File: src/rtl/alu_result_stage.sv
// alu_result_stage: registered FIFO stage between the combinational ALU and
// the writeback consumer. Each accepted ALU result, opcode and flag set is
// buffered and presented to the consumer over a valid/ready handshake.
//
// Ports:
//   clk, rst_n                 clock, asynchronous active-low reset
//   in_valid / in_ready        ALU-side handshake
//   in_opcode, in_result,
//   in_carry, in_zero, in_sign ALU entry captured on push
//   flush                      synchronous discard of all buffered entries
//   out_valid / out_ready      consumer-side handshake
//   out_opcode, out_result,
//   out_carry, out_zero,
//   out_sign                   head entry (forced to zero while empty)
//   level                      occupancy, 0..DEPTH
//   txn_count                  accepted (non-flushed) pushes since reset
module alu_result_stage #(
  parameter int unsigned WIDTH = 128,
  parameter int unsigned DEPTH = 4,
  parameter int unsigned CNT_W = 16
) (
  input  logic                     clk,
  input  logic                     rst_n,
  input  logic                     in_valid,
  output logic                     in_ready,
  input  logic [3:0]               in_opcode,
  input  logic [WIDTH-1:0]         in_result,
  input  logic                     in_carry,
  input  logic                     in_zero,
  input  logic                     in_sign,
  input  logic                     flush,
  output logic                     out_valid,
  input  logic                     out_ready,
  output logic [3:0]               out_opcode,
  output logic [WIDTH-1:0]         out_result,
  output logic                     out_carry,
  output logic                     out_zero,
  output logic                     out_sign,
  output logic [$clog2(DEPTH):0]   level,
  output logic [CNT_W-1:0]         txn_count
);

  localparam int unsigned PTR_W = $clog2(DEPTH);
  localparam int unsigned LVL_W = $clog2(DEPTH) + 1;

  typedef struct packed {
    logic [3:0]       opcode;
    logic [WIDTH-1:0] result;
    logic             carry;
    logic             zero;
    logic             sign;
  } entry_t;

  entry_t           mem [DEPTH];
  entry_t           in_entry;
  entry_t           head_q, head_d;
  logic [PTR_W-1:0] rptr_q, rptr_d, wptr_q, wptr_d;
  logic [LVL_W-1:0] level_q, level_d;
  logic             ready_q, ready_d;
  logic             valid_q, valid_d;
  logic [CNT_W-1:0] txn_q;
  logic             push, pop;

  assign in_entry = '{opcode: in_opcode, result: in_result,
                      carry: in_carry, zero: in_zero, sign: in_sign};

  // Handshakes use registered ready/valid only; flush cancels both.
  assign push = in_valid && ready_q && !flush;
  assign pop  = valid_q && out_ready && !flush;

  // Next-state: pointers, level, and the head entry presented next cycle.
  always_comb begin
    rptr_d  = rptr_q;
    wptr_d  = wptr_q;
    level_d = level_q;
    head_d  = '0;
    if (flush) begin
      rptr_d  = '0;
      wptr_d  = '0;
      level_d = '0;
    end else begin
      if (push) wptr_d = wptr_q + PTR_W'(1);
      if (pop)  rptr_d = rptr_q + PTR_W'(1);
      if (push && !pop)      level_d = level_q + LVL_W'(1);
      else if (!push && pop) level_d = level_q - LVL_W'(1);
    end
    // The slot being written this edge is not yet in mem, so bypass it
    // into the head register when it becomes the new head.
    if (level_d != '0) begin
      if (push && (rptr_d == wptr_q)) head_d = in_entry;
      else                            head_d = mem[rptr_d];
    end
    ready_d = (level_d != LVL_W'(DEPTH));
    valid_d = (level_d != '0);
  end

  // Control and head registers.
  always_ff @(posedge clk or negedge rst_n) begin
    if (!rst_n) begin
      rptr_q  <= '0;
      wptr_q  <= '0;
      level_q <= '0;
      ready_q <= 1'b1;
      valid_q <= 1'b0;
      head_q  <= '0;
      txn_q   <= '0;
    end else begin
      rptr_q  <= rptr_d;
      wptr_q  <= wptr_d;
      level_q <= level_d;
      ready_q <= ready_d;
      valid_q <= valid_d;
      head_q  <= head_d;
      if (push) txn_q <= txn_q + CNT_W'(1);
    end
  end

  // Entry storage; contents are meaningful only between rptr and wptr.
  always_ff @(posedge clk) begin
    if (push) mem[wptr_q] <= in_entry;
  end

  assign in_ready   = ready_q;
  assign out_valid  = valid_q;
  assign out_opcode = head_q.opcode;
  assign out_result = head_q.result;
  assign out_carry  = head_q.carry;
  assign out_zero   = head_q.zero;
  assign out_sign   = head_q.sign;
  assign level      = level_q;
  assign txn_count  = txn_q;

endmodule

File: config.mk
export PLATFORM = sky130hd
export DESIGN_NAME = alu_result_stage
export DESIGN_NICKNAME = d
export VERILOG_FILES = /design/src/rtl/alu_result_stage.sv
export SDC_FILE = /design/constraint.sdc
export NUM_CORES = 1
export LEC_CHECK = 0
export CAP_MARGIN = 0
export CORE_MARGIN = 4
export CORE_UTILIZATION = 43
export DETAILED_ROUTE_END_ITERATION = 6
export SYNTH_ARGS = -nofsm -noshare
export SYNTH_HDL_FRONTEND = slang
export SYNTH_SLANG_ARGS = --single-unit
File: constraint.sdc
create_clock -name clk -period 9.24 [get_ports clk]
set_input_delay 0.924 -clock clk [delete_from_list [all_inputs] [get_ports clk]]
set_output_delay 0.924 -clock clk [all_outputs]
set_load 0.01 [all_outputs]
==> impl_metrics.ini <==
[floorplanning]
initial_core_util = 0.4329
floorplan.die_area_mm2 = 0.06749
top_level_ports = 296
die_width_um = 259.8
coreArea_mm2 = 0.06297
die_height_um = 259.8
num_rows = 92

[synthesis]
synthTopCellsByCount = 540 x edfxtp_1, 159 x dfrtp_1, 141 x nand3_1
yosysWarningCount = 0
synth.ff_latch_count = 700
synth_nets = 1607
avgSynthCellArea_um2 = 18.67
synth_simple_gate_area_share = 0.03589
most_frequent_cell_after_synthesis = edfxtp_1
synth_enable_flop_cells = 540
netlist-cell-type-count = 45
synth-adder-area-share = 0.003213
synth_top_family_by_area = multiplexers
synth_top_cell_area_share = 0.5949
ys_async_sr_fraction = 0.2286
yosys.area.top_type = edfxtp_1
synth.yosys.seq_area_share = 0.7418
post_synth_inst_count = 1460
syn-cell-area_mm2 = 0.02726
synth_xor_xnor_area_share = 0.008124
synth_flop_cell = edfxtp_1
synth_area_leaders = edfxtp_1 59%, dfrtp_1 15%, mux4_2 11%
compound_gate_portion_of_the_synthesized_area = 0.07073
yosys-mux-area-fraction = 0.1138

[grt]
maximum_number_of_pins_on_one_net_before_global_route_repair = 82
wire_length_of_the_first_global_routing_pass_um = 99910
antenna_found_initial = 12
grt_pass1_vias = 15700
grt_overflow_total = 0
track_usage = 0.1957

[critical_path]
critical_path.endpoint_type = flip-flop
crit_family = buffers and inverters
criticalPathCategory = primary input to flip-flop
data_required_time_at_the_worst_endpoint_ns = 9.74
cp_num_buf_inv = 3
setup.reg_to_reg.worst_slack_ns = 5.45
r2r-end = out_result[39]$_DFF_PN0_
critical_path.most_common_cell = buf_4
critPathSlowestCell = buf_4
worstReg2RegStart = out_valid$_DFF_PN0_
ordered_cell_list_for_the_critical_path = buf_6, buf_4, and4bb_1, a211o_1, nand3_4, buf_4, o21ai_0, a211oi_2
timing.critical_path.arrival_ns = 5.35
ff2ff_path_depth = 6
slowest_delay_ns = 0.84
crit_path_start_kind = primary input
critPathMaxFanout = 78

[finish]
drive_gt1_frac = 0.1717
nFillCells = 4997
final_net_count = 1882
area_delta_synth_final_pct = 21.98

[placement]
gp_congestion = 0.7161
post_detail_place_hpwl_um = 35810
io_buffers = 295

[route]
routed_wire_length_per_instance_um = 25.19
final_antenna_net_count = 0
detail_route.drc_violations = 0
route.final.wire_length_um = 66660
num_vias = 14960
drt_iter0_drc = 1062
routed_via_density = 5.652
drtPass1Iterations = 5

[sta]
layout_worst_path_cycle_share = 0.5246
grt_setup_unrepaired = false
max_slew.worst_pin.slew_ns = 1.195
max_freq_mhz = 206.3
period_needed_ns = 4.847
timing.final.hold_violations = 0
finalSetupTns_ns = 0
fin_skew_ns = 0.03165
timing.slew.headroom = 0.2014
setup_violations = 0
report.final.slew_viol_count = 0
final.hold.worst_slack_ns = 0.2462

[clocking]
tritoncts = yes
cts-hold-fix-buffers = 0
clk_pin_slew_worst_paths_ns = 0.06
cts.repair.resized = 0
clock_sinks = 700
cts_setup_buffers = 0
numCtsBuffers = 73
cts.root.buffer_cell = clkbuf_16
worstSkewPairLatency_ns = 0.61
htree_levels = 3
cts_max_path_buffers = 3

[outcome]
outcome = completed

[min_path]
hp-class = primary input to async pin

[pwr]
cellPowerDensity_mw_per_mm2 = 242.4
leakagePower_nw = 10.91
max-vdd-ir-drop_uv = 130.5

[flow_run]
drv_cap = 0
[final cells by class]
| cell class | instances | area (um^2) | share of cell area |
|---|---|---|---|
| well taps | 846 | 1059 | 0.03183 |
| clock inverters | 32 | 334.1 | 0.01005 |
| clock buffers | 102 | 2102 | 0.06322 |
| multi-input cells | 637 | 6375 | 0.1917 |
| diodes | 6 | 15.01 | 0.0004515 |
| repair buffers | 318 | 3128 | 0.09407 |
| flip-flops and latches | 700 | 20220 | 0.6081 |
| inverters | 5 | 18.77 | 0.0005644 |
[worst max path at each step]
stage / start / endpoint / slack [ns] / cells past startpoint
after global placement: flush / out_result[0]$_DFF_PN0_ / 3.98 / 8
after CTS: flush / out_result[113]$_DFF_PN0_ / 4.55 / 8
final: flush / out_result[113]$_DFF_PN0_ / 4.39 / 8
after detailed placement: flush / out_result[4]$_DFF_PN0_ / 3.94 / 8
after floorplan: flush / mem[2][0]$_DFFE_PP_ / 4.24 / 3
after global routing: flush / out_result[117]$_DFF_PN0_ / 4.27 / 8
[cell usage in the layout, fill, tap and decap left out, types with 5 or more instances in the layout]
master           Yosys  routed
clkinv_1             0      12
xnor2_1             10      10
inv_1                5       5
nand3_1            141     141
ha_1                 7       7
xor2_1               9       9
o21ai_1             35      35
nor2_1              14      14
mux4_2             128     128
a211oi_1           100     100
clkbuf_16            0      78
buf_4               10      23
nand4_1              5       5
mux4_1               7       7
clkbuf_8             0       6
o21ai_0            101     101
edfxtp_1           540     540
clkinv_2             0      11
bufinv_16            0       7
clkdlybuf4s50_1      0     293
a211oi_2            35      35
diode_2              0       6
dfrtp_1            159     159
clkbuf_1            56      18
nand2_1             10      10
[report_power, final]
part / switching [mW] / internal [mW] / total, mW
clock network: 1.17 / 1.78 / 2.96
logic: 0.768 / 0.596 / 1.36
registers: 0.102 / 3.64 / 3.74
[metrics by stage]
stage          cells  cell area, um^2    util  power (mW)  setup slack (ns)
3_3_place_gp    2506            30800  0.4892       5.175             3.978
2_1_floorplan   1460            27260       -       4.545             4.242
5_1_grt         2642            33240  0.5279       8.383             4.268
4_1_cts         2640            33240  0.5279       8.165             4.550
6_report        2646            33250  0.5281       8.062             4.393
3_5_place_dp    2506            30800  0.4892       5.188             3.940
[per-layer routing]
layer	track usage	part of all wire	vias up
met3	0.04996	0.077	84
met1	0.2612	0.41	7899
met4	0.05112	0.017	10
li1	-	-	6457
met2	0.3237	0.50	505
met5	0	0.00090	-
[kinds of logic (layout without fill, tap and decap cells)]
| logic type | after synthesis | after routing |
|---|---|---|
| XOR/XNOR | 21 | 21 |
| AND/OR/NAND/NOR | 192 | 192 |
| adder cells (fa/ha/maj) | 7 | 7 |
| other | 0 | 6 |
| flip-flops | 700 | 700 |
| multiplexers | 138 | 138 |
| buffers and inverters | 123 | 457 |
| AO/OA/AOI/OAI | 279 | 279 |
[flip-flops by register name, summed over array words and instances, names as in the netlist]
signal      cells
mem           540
out_result    128
txn_count      16
out_opcode      4
level           3
rptr_q          2
wptr_q          2
in_ready        1
out_carry       1
out_sign        1
out_valid       1
out_zero        1
No activity file was read; power rests on OpenSTA's default activity.
